<file path="config.mk">
export PLATFORM = sky130hd
export DESIGN_NAME = gfx128_wbm_read_arbiter_flat
export DESIGN_NICKNAME = d
export VERILOG_FILES = /design/src/rtl/gfx128_wbm_read_arbiter_if.sv /design/src/rtl/gfx128_wbm_read_arbiter.sv /design/src/flat_wrapper.sv
export SDC_FILE = /design/constraint.sdc
export NUM_CORES = 1
export LEC_CHECK = 0
export CAP_MARGIN = 20
export CORE_AREA = 5 5 273 275
export DETAILED_ROUTE_END_ITERATION = 6
export DIE_AREA = 0 0 278 280
export PLACE_DENSITY = 0.55
export SLEW_MARGIN = 20
export SYNTH_ARGS = -nofsm -noshare
export SYNTH_HDL_FRONTEND = slang
export SYNTH_SLANG_ARGS = --single-unit
export TNS_END_PERCENT = 1
</file>
<file path="constraint.sdc">
create_clock -name clk_i -period 8.25 [get_ports clk_i]
set_clock_uncertainty 0.2 [all_clocks]
set_input_delay 1.65 -clock clk_i [delete_from_list [all_inputs] [get_ports clk_i]]
set_output_delay 1.65 -clock clk_i [all_outputs]
set_load 0.01 [all_outputs]
</file>
<file path="src/rtl/gfx128_wbm_read_arbiter_if.sv">
// Bundle of requester-side (z, tex, blend) and reader-side signals for the
// 128-bit wishbone read arbiter; slave = arbiter view, master = environment.
interface gfx128_wbm_read_arbiter_if #(
   parameter int ADDR_LSB = 4
);
   logic                z_request_i;
   logic [31:ADDR_LSB]  z_addr_i;
   logic [15:0]         z_sel_i;
   logic                z_ack_o;
   logic [127:0]        z_data_o;
   logic                z_busy_o;

   logic                tex_request_i;
   logic [31:ADDR_LSB]  tex_addr_i;
   logic [15:0]         tex_sel_i;
   logic                tex_ack_o;
   logic [127:0]        tex_data_o;
   logic                tex_busy_o;

   logic                blend_request_i;
   logic [31:ADDR_LSB]  blend_addr_i;
   logic [15:0]         blend_sel_i;
   logic                blend_ack_o;
   logic [127:0]        blend_data_o;
   logic                blend_busy_o;

   logic                m_request_o;
   logic [31:ADDR_LSB]  m_addr_o;
   logic [15:0]         m_sel_o;
   logic                m_ack_i;
   logic [127:0]        m_data_i;
   logic                m_busy_i;

   modport slave (
      input  z_request_i, z_addr_i, z_sel_i,
      output z_ack_o, z_data_o, z_busy_o,
      input  tex_request_i, tex_addr_i, tex_sel_i,
      output tex_ack_o, tex_data_o, tex_busy_o,
      input  blend_request_i, blend_addr_i, blend_sel_i,
      output blend_ack_o, blend_data_o, blend_busy_o,
      output m_request_o, m_addr_o, m_sel_o,
      input  m_ack_i, m_data_i, m_busy_i
   );

   modport master (
      output z_request_i, z_addr_i, z_sel_i,
      input  z_ack_o, z_data_o, z_busy_o,
      output tex_request_i, tex_addr_i, tex_sel_i,
      input  tex_ack_o, tex_data_o, tex_busy_o,
      output blend_request_i, blend_addr_i, blend_sel_i,
      input  blend_ack_o, blend_data_o, blend_busy_o,
      input  m_request_o, m_addr_o, m_sel_o,
      output m_ack_i, m_data_i, m_busy_i
   );
endinterface

</file>
<file path="src/rtl/gfx128_wbm_read_arbiter.sv">
// Three-way (z/tex/blend) arbiter in front of one 128-bit wishbone read master.
// Fixed priority z > tex > blend by default; define GFX128_RR_ARB_EN for round-robin.
module gfx128_wbm_read_arbiter #(
   parameter int ADDR_LSB = 4
) (
   input  logic                     clk_i,
   input  logic                     rst_i,
   gfx128_wbm_read_arbiter_if.slave bus
);

   localparam logic [1:0] ST_IDLE    = 2'd0;
   localparam logic [1:0] ST_ACTIVE  = 2'd1;
   localparam logic [1:0] ST_RELEASE = 2'd2;

   localparam logic [1:0] ID_Z     = 2'd0;
   localparam logic [1:0] ID_TEX   = 2'd1;
   localparam logic [1:0] ID_BLEND = 2'd2;

   logic [2:0]          req;
   logic [31:ADDR_LSB]  addr_in [3];
   logic [15:0]         sel_in  [3];

   assign req        = {bus.blend_request_i, bus.tex_request_i, bus.z_request_i};
   assign addr_in[0] = bus.z_addr_i;
   assign addr_in[1] = bus.tex_addr_i;
   assign addr_in[2] = bus.blend_addr_i;
   assign sel_in[0]  = bus.z_sel_i;
   assign sel_in[1]  = bus.tex_sel_i;
   assign sel_in[2]  = bus.blend_sel_i;

   logic [1:0]          state_q, state_d;
   logic [1:0]          owner_q, owner_d;
   logic [31:ADDR_LSB]  addr_q, addr_d;
   logic [15:0]         sel_q, sel_d;
   logic [2:0]          ack_q, ack_d;
   logic [127:0]        data_q [3];
   logic                grant;
   logic [1:0]          winner;

   // First requesting index found when scanning upward from 'first' with wrap.
   function automatic logic [1:0] pick_winner(input logic [2:0] reqs,
                                              input logic [1:0] first);
      logic [1:0] cand;
      logic [1:0] win;
      logic       found;
      cand  = first;
      win   = first;
      found = 1'b0;
      for (int k = 0; k < 3; k++) begin
         if (!found && reqs[cand]) begin
            win   = cand;
            found = 1'b1;
         end
         cand = (cand == ID_BLEND) ? ID_Z : cand + 2'd1;
      end
      return win;
   endfunction

   assign grant = (state_q == ST_IDLE) && (|req) && !bus.m_busy_i;

`ifdef GFX128_RR_ARB_EN
   // Holds the first candidate of the next search (the one after the last grant).
   logic [1:0] rr_ptr_q;

   assign winner = pick_winner(req, rr_ptr_q);

   always_ff @(posedge clk_i) begin
      if (rst_i) begin
         rr_ptr_q <= ID_Z;
      end else if (grant) begin
         rr_ptr_q <= (winner == ID_BLEND) ? ID_Z : winner + 2'd1;
      end
   end
`else
   assign winner = pick_winner(req, ID_Z);
`endif

   // NOTE: every always_comb output gets a default first so no latch is inferred.
   always_comb begin
      state_d = state_q;
      owner_d = owner_q;
      addr_d  = addr_q;
      sel_d   = sel_q;
      ack_d   = '0;
      case (state_q)
         ST_IDLE: begin
            if (grant) begin
               state_d = ST_ACTIVE;
               owner_d = winner;
               addr_d  = addr_in[winner];
               sel_d   = sel_in[winner];
            end
         end
         ST_ACTIVE: begin
            if (bus.m_ack_i) begin
               state_d        = ST_RELEASE;
               ack_d[owner_q] = 1'b1;
            end
         end
         default: state_d = ST_IDLE;
      endcase
   end

   // NOTE: sequential state uses non-blocking assignments only.
   always_ff @(posedge clk_i) begin
      if (rst_i) begin
         state_q <= ST_IDLE;
         owner_q <= ID_Z;
         addr_q  <= '0;
         sel_q   <= '0;
         ack_q   <= '0;
         for (int n = 0; n < 3; n++) data_q[n] <= '0;
      end else begin
         state_q <= state_d;
         owner_q <= owner_d;
         addr_q  <= addr_d;
         sel_q   <= sel_d;
         ack_q   <= ack_d;
         for (int n = 0; n < 3; n++) begin
            if (ack_d[n]) data_q[n] <= bus.m_data_i;
         end
      end
   end

   logic in_txn;
   assign in_txn = (state_q != ST_IDLE);

   assign bus.m_request_o  = (state_q == ST_ACTIVE);
   assign bus.m_addr_o     = addr_q;
   assign bus.m_sel_o      = sel_q;

   assign bus.z_ack_o      = ack_q[0];
   assign bus.tex_ack_o    = ack_q[1];
   assign bus.blend_ack_o  = ack_q[2];
   assign bus.z_data_o     = data_q[0];
   assign bus.tex_data_o   = data_q[1];
   assign bus.blend_data_o = data_q[2];

   assign bus.z_busy_o     = in_txn && (owner_q != ID_Z);
   assign bus.tex_busy_o   = in_txn && (owner_q != ID_TEX);
   assign bus.blend_busy_o = in_txn && (owner_q != ID_BLEND);

endmodule

</file>
<file path="src/flat_wrapper.sv">
// flat-port wrapper written by rule: the top's interface ports become plain ports
module gfx128_wbm_read_arbiter_flat 
#(
   parameter int ADDR_LSB = 4
)
  (clk_i, rst_i, bus_z_request_i, bus_z_addr_i, bus_z_sel_i, bus_z_ack_o, bus_z_data_o, bus_z_busy_o, bus_tex_request_i, bus_tex_addr_i, bus_tex_sel_i, bus_tex_ack_o, bus_tex_data_o, bus_tex_busy_o, bus_blend_request_i, bus_blend_addr_i, bus_blend_sel_i, bus_blend_ack_o, bus_blend_data_o, bus_blend_busy_o, bus_m_request_o, bus_m_addr_o, bus_m_sel_o, bus_m_ack_i, bus_m_data_i, bus_m_busy_i);
  gfx128_wbm_read_arbiter_if #(.ADDR_LSB(ADDR_LSB)) bus_i ();
  input  logic clk_i;
  input  logic rst_i;
  input wire logic [$bits(bus_i.z_request_i)-1:0] bus_z_request_i;
  input wire logic [$bits(bus_i.z_addr_i)-1:0] bus_z_addr_i;
  input wire logic [$bits(bus_i.z_sel_i)-1:0] bus_z_sel_i;
  output wire logic [$bits(bus_i.z_ack_o)-1:0] bus_z_ack_o;
  output wire logic [$bits(bus_i.z_data_o)-1:0] bus_z_data_o;
  output wire logic [$bits(bus_i.z_busy_o)-1:0] bus_z_busy_o;
  input wire logic [$bits(bus_i.tex_request_i)-1:0] bus_tex_request_i;
  input wire logic [$bits(bus_i.tex_addr_i)-1:0] bus_tex_addr_i;
  input wire logic [$bits(bus_i.tex_sel_i)-1:0] bus_tex_sel_i;
  output wire logic [$bits(bus_i.tex_ack_o)-1:0] bus_tex_ack_o;
  output wire logic [$bits(bus_i.tex_data_o)-1:0] bus_tex_data_o;
  output wire logic [$bits(bus_i.tex_busy_o)-1:0] bus_tex_busy_o;
  input wire logic [$bits(bus_i.blend_request_i)-1:0] bus_blend_request_i;
  input wire logic [$bits(bus_i.blend_addr_i)-1:0] bus_blend_addr_i;
  input wire logic [$bits(bus_i.blend_sel_i)-1:0] bus_blend_sel_i;
  output wire logic [$bits(bus_i.blend_ack_o)-1:0] bus_blend_ack_o;
  output wire logic [$bits(bus_i.blend_data_o)-1:0] bus_blend_data_o;
  output wire logic [$bits(bus_i.blend_busy_o)-1:0] bus_blend_busy_o;
  output wire logic [$bits(bus_i.m_request_o)-1:0] bus_m_request_o;
  output wire logic [$bits(bus_i.m_addr_o)-1:0] bus_m_addr_o;
  output wire logic [$bits(bus_i.m_sel_o)-1:0] bus_m_sel_o;
  input wire logic [$bits(bus_i.m_ack_i)-1:0] bus_m_ack_i;
  input wire logic [$bits(bus_i.m_data_i)-1:0] bus_m_data_i;
  input wire logic [$bits(bus_i.m_busy_i)-1:0] bus_m_busy_i;
  assign bus_i.z_request_i = bus_z_request_i;
  assign bus_i.z_addr_i = bus_z_addr_i;
  assign bus_i.z_sel_i = bus_z_sel_i;
  assign bus_z_ack_o = bus_i.z_ack_o;
  assign bus_z_data_o = bus_i.z_data_o;
  assign bus_z_busy_o = bus_i.z_busy_o;
  assign bus_i.tex_request_i = bus_tex_request_i;
  assign bus_i.tex_addr_i = bus_tex_addr_i;
  assign bus_i.tex_sel_i = bus_tex_sel_i;
  assign bus_tex_ack_o = bus_i.tex_ack_o;
  assign bus_tex_data_o = bus_i.tex_data_o;
  assign bus_tex_busy_o = bus_i.tex_busy_o;
  assign bus_i.blend_request_i = bus_blend_request_i;
  assign bus_i.blend_addr_i = bus_blend_addr_i;
  assign bus_i.blend_sel_i = bus_blend_sel_i;
  assign bus_blend_ack_o = bus_i.blend_ack_o;
  assign bus_blend_data_o = bus_i.blend_data_o;
  assign bus_blend_busy_o = bus_i.blend_busy_o;
  assign bus_m_request_o = bus_i.m_request_o;
  assign bus_m_addr_o = bus_i.m_addr_o;
  assign bus_m_sel_o = bus_i.m_sel_o;
  assign bus_i.m_ack_i = bus_m_ack_i;
  assign bus_i.m_data_i = bus_m_data_i;
  assign bus_i.m_busy_i = bus_m_busy_i;
  gfx128_wbm_read_arbiter #(.ADDR_LSB(ADDR_LSB)) u_core (.clk_i(clk_i), .rst_i(rst_i), .bus(bus_i));
endmodule
</file>
-- Yosys cells after proc, flatten, opt, wreduce, memory -nomap -nowiden
Memory sizes are Yosys's and may differ from the RTL's.
Index checks and enable logic that the tools add are counted.
- bits in writable memories: 384
- output and inout bits: 435
- logic and storage cells: 66
- bits in registers: 51
- memories kept: 1
- order comparisons: 3
- bitwise logic cells: 4
- equality and inequality tests: 5
- mux-type cells: 31
- reduce and logical (&&, ||, !) cells: 17
- memory list (memory ; words ; width ; rd ports ; clocked after Yosys merged registers in ; wr ports ; line ; RTL):
    u_core.data_q ; 3 ; 128 ; 3 ; 0 ; 3 ; gfx128_wbm_read_arbiter.sv:36 ; logic [127:0] data_q [3];
- operators by type and width (operator ; number):
    $mux 128 ; 3
    $bmux 28 s2 ; 1
    $mux 28 ; 2
    $bmux 16 s2 ; 1
    $mux 16 ; 2
    $mux 1 ; 15
    $logic_and 1x1->1 ; 8
    $mux 2 ; 3
    $mux 3 ; 2
    $ne 2x1->1 const B ; 3
    $pmux 2 s2 ; 1
    $reduce_and 2->1 ; 2
    $reduce_bool 2->1 ; 2
    $ge 3x3->1 const B ; 1
    $logic_not 1->1 ; 3
    $lt 2x3->1 const B ; 1
    $not 2->3 ; 1
    $or 1x1->1 ; 3
    $reduce_or 3->1 ; 1
    $demux 1 s2 ; 1
    $eq 2x1->1 const B ; 1
    $ge 2x1->1 const B ; 1
    $logic_not 2->1 ; 1
    $ne 2x2->1 const B ; 1

-- Longest topological paths before layout
- depth in word-level cells: 11
- gate-level depth with buffers: 6
- gate-level depth less buffers: 3

-- Least setup slack after synthesis
OpenSTA, ideal clock, no wires.
- path kind: in2reg
- from: input rst_i
- to: memory u_core.data_q[1][0] (netlist: u_core.data_q[0][128]), enable pin
- library setup time: 1113 ps
- stages on the path: 3
- data required time: 6937 ps
- path buffers: 1
- arrival time: 4145 ps
- path slack: 2792 ps
- path through: inv_1 > clkbuf_1 > nand2_1
- RTL lines (element ; line ; RTL):
    from (decl) ; flat_wrapper.sv:9 ; input logic rst_i;
    to (decl) ; gfx128_wbm_read_arbiter.sv:36 ;

==> flow_summary.toml <==
[run_status]
status = "finished, final reports clean"

[layout]
drive_gt1_frac = 0.0891
fillers = 6903
regArea_mm2 = 0.0126
final_nets = 1801
postLayoutCellArea_mm2 = 0.0252
area_delta_synth_final_pct = 62.8
multi_input_area_mm2 = 0.00256

[die]
rows = 99
die_y_um = 280
die_w_um = 278
io_pins = 702
coreArea_mm2 = 0.0721
die_area_mm2 = 0.0778
start_util = 0.214

[route]
dr.pass1.iters = 4
ant_nets = 0
vias_per_cell = 4.05
vias = 10300
dr.first_iter.drc_count = 441
drc_errors = 0
post_drt_wl_per_cell_um = 22.2
routed_wl_mm = 56.3

[clocking]
clkLatencyLatePin_ns = 0.57
cts.sinks = 435
root_buffer = "clkbuf_16"
clockBufferDepth = 3
postCtsHoldBufs = 0
cts_tree = "done"
ctsResizeCount = 0
clk_pin_slew_ns = 0.06
post-cts-setup-buffer-count = 0
cts-htree-levels = 2
cts_inserted_buffers = 47

[pwr]
p_per_area_mw_per_mm2 = 216
ir_drop_mv = 0.128
power_mw = 5.45
p_leak_nw = 8.76

[synth]
yosys_warnings = 0
ys_ff_latch = 435
synthMuxAreaShare = 0
synthSimpleGateAreaFrac = 0.101
syn_avg_cell_area_um2 = 18.7
synthFlopType = "edfxtp_1"
synth_top_family_by_area = "simple AND/OR/NAND/NOR gates"
async_reset_ff_frac = 0
yosys.area_share.adder = 0
synth_xor_area_frac = 0
netlist_instances = 825
synthesis.area_mm2 = 0.0155
synthesis.nets = 1092
synth_edf_count = 384
ys_seq_area_frac = 0.812
synth_cell_types = 32
synth-compound-area-share = 0.0628

[grt]
grt_max_degree = 80
grt_pass1_vias = 11000
grt_first_pass_wirelength_mm = 79.4
antenna_found_initial = 5
overflow = 0
grt_usage = 0.136

[placed_design]
port_buffers = 701
gp_congestion = 0.825
dp_hpwl_mm = 41.6
dpl_cell_area_mm2 = 0.0235

[sta]
setup_tns_ns = 0
slew_headroom = 0.305
setup_viol = 0
tightest_slew_ns = 1.04
max_freq_ghz = 0.240
finalCriticalPeriod_ns = 4.17
hold_viol = 0
hold_ws_ns = 0.279
maxSlewViolCount = 0
fin_crit_sh = 0.505
rsz0062_at_grt = "false"

[worst_setup_path]
critPathMaxFanout = 79
r2r_slack_ns = 5.37
cp-start-kind = "input pin"
cp-end-kind = "register"
crit_arrival_ns = 4.17
crit_required_ns = 8.25
crit_type = "in2reg"

[run]
max_cap_viol_count = 0

[hold_path]
hp-class = "reg2reg"
-- routing by layer --
layer	vias to the layer above	track usage	wire length (um)
met5	-	0	34
met4	4	0.0464	1900
met3	92	0.0562	5670
met2	550	0.242	28400
met1	4984	0.148	20200
li1	4630	-	-
-- flip-flops by register name, indices dropped and copies added (netlist names) --
| signal | count |
|---|---|
| u_core.ack_q | 3 |
| u_core.bus.m_addr_o | 28 |
| u_core.bus.m_sel_o | 16 |
| u_core.data_q | 384 |
| u_core.owner_q | 2 |
| u_core.state_q | 2 |
-- placed cells by master, fill, tap and decap left out, types with 6 or more instances in the layout --
| cell | netlist | final |
|---|---|---|
| o221ai_1 | 43 | 43 |
| buf_4 | 6 | 10 |
| clkbuf_16 | 0 | 49 |
| or4b_1 | 43 | 43 |
| edfxtp_1 | 384 | 384 |
| clkinv_2 | 0 | 7 |
| nor2b_1 | 6 | 6 |
| clkinv_1 | 0 | 7 |
| bufinv_16 | 0 | 9 |
| dfxtp_1 | 51 | 51 |
| o22ai_2 | 40 | 40 |
| nand2_1 | 45 | 44 |
| and2_1 | 129 | 128 |
| clkdlybuf4s50_1 | 0 | 701 |
| nor2_1 | 6 | 6 |
-- kinds of logic after synthesis --
| kind of cell | after synthesis |
|---|---|
| flip-flops | 435 |
| AND/OR/NAND/NOR | 240 |
| AO/OA/AOI/OAI | 95 |
| buffers and inverters | 55 |
-- power breakdown --
| group | internal, mW | total (mW) | switching [mW] |
|---|---|---|---|
| registers | 2.51 | 2.55 | 0.0417 |
| clock network | 1.39 | 2.29 | 0.895 |
| logic | 0.334 | 0.609 | 0.275 |
| total | 4.24 | 5.45 | 1.21 |
-- final timing paths --
kind | from | endpoint | cells past startpoint
max reg2reg | u_core.state_q[1] | u_core.data_q[0][23] | 4
min | u_core.bus.m_addr_o[8] | u_core.bus.m_addr_o[8] | 2
min reg2reg | u_core.bus.m_addr_o[8] | u_core.bus.m_addr_o[8] | 2
max | rst_i | u_core.data_q[0][23] | 5
-- Yosys cell counts (3+ instances only) --
| cell | n | area [um^2] |
|---|---|---|
| edfxtp_1 | 384 | 11500 |
| and2_1 | 129 | 807 |
| dfxtp_1 | 51 | 1020 |
| nand2_1 | 45 | 169 |
| o221ai_1 | 43 | 377 |
| or4b_1 | 43 | 430 |
| o22ai_2 | 40 | 500 |
| buf_2 | 26 | 130 |
| buf_6 | 14 | 158 |
| buf_4 | 6 | 45.0 |
| nor2_1 | 6 | 22.5 |
| nor2b_1 | 6 | 37.5 |
| clkbuf_1 | 5 | 18.8 |
| o22ai_1 | 4 | 25.0 |
| or2_2 | 3 | 18.8 |
-- critical path, stage by stage --
cell and delay [ns]:
clkdlybuf4s50_1 0.52, nand4bb_1 0.37, nor3_1 0.28, or2_4 0.73, buf_12 0.41
-- through the flow --
step                      cells  worst slack, ns   util
after floorplan             825             2.79      -
after global placement     2444             3.44  0.325
after detailed placement   2444             3.42  0.325
after CTS                  2531             4.05  0.349
after global routing       2532             3.89  0.349
final                      2534             4.08  0.349
-- layout make-up --
type,count,share of cell area
Antenna cell,3,0.000298
Clock buffer,56,0.0506
Clock inverter,31,0.0172
Inverter,2,0.000298
Multi-Input combinational cell,335,0.102
Sequential cell,435,0.499
Tap cell,959,0.0477
Timing Repair Buffer,713,0.283
Note: power is estimated with default switching activity, not from simulation.
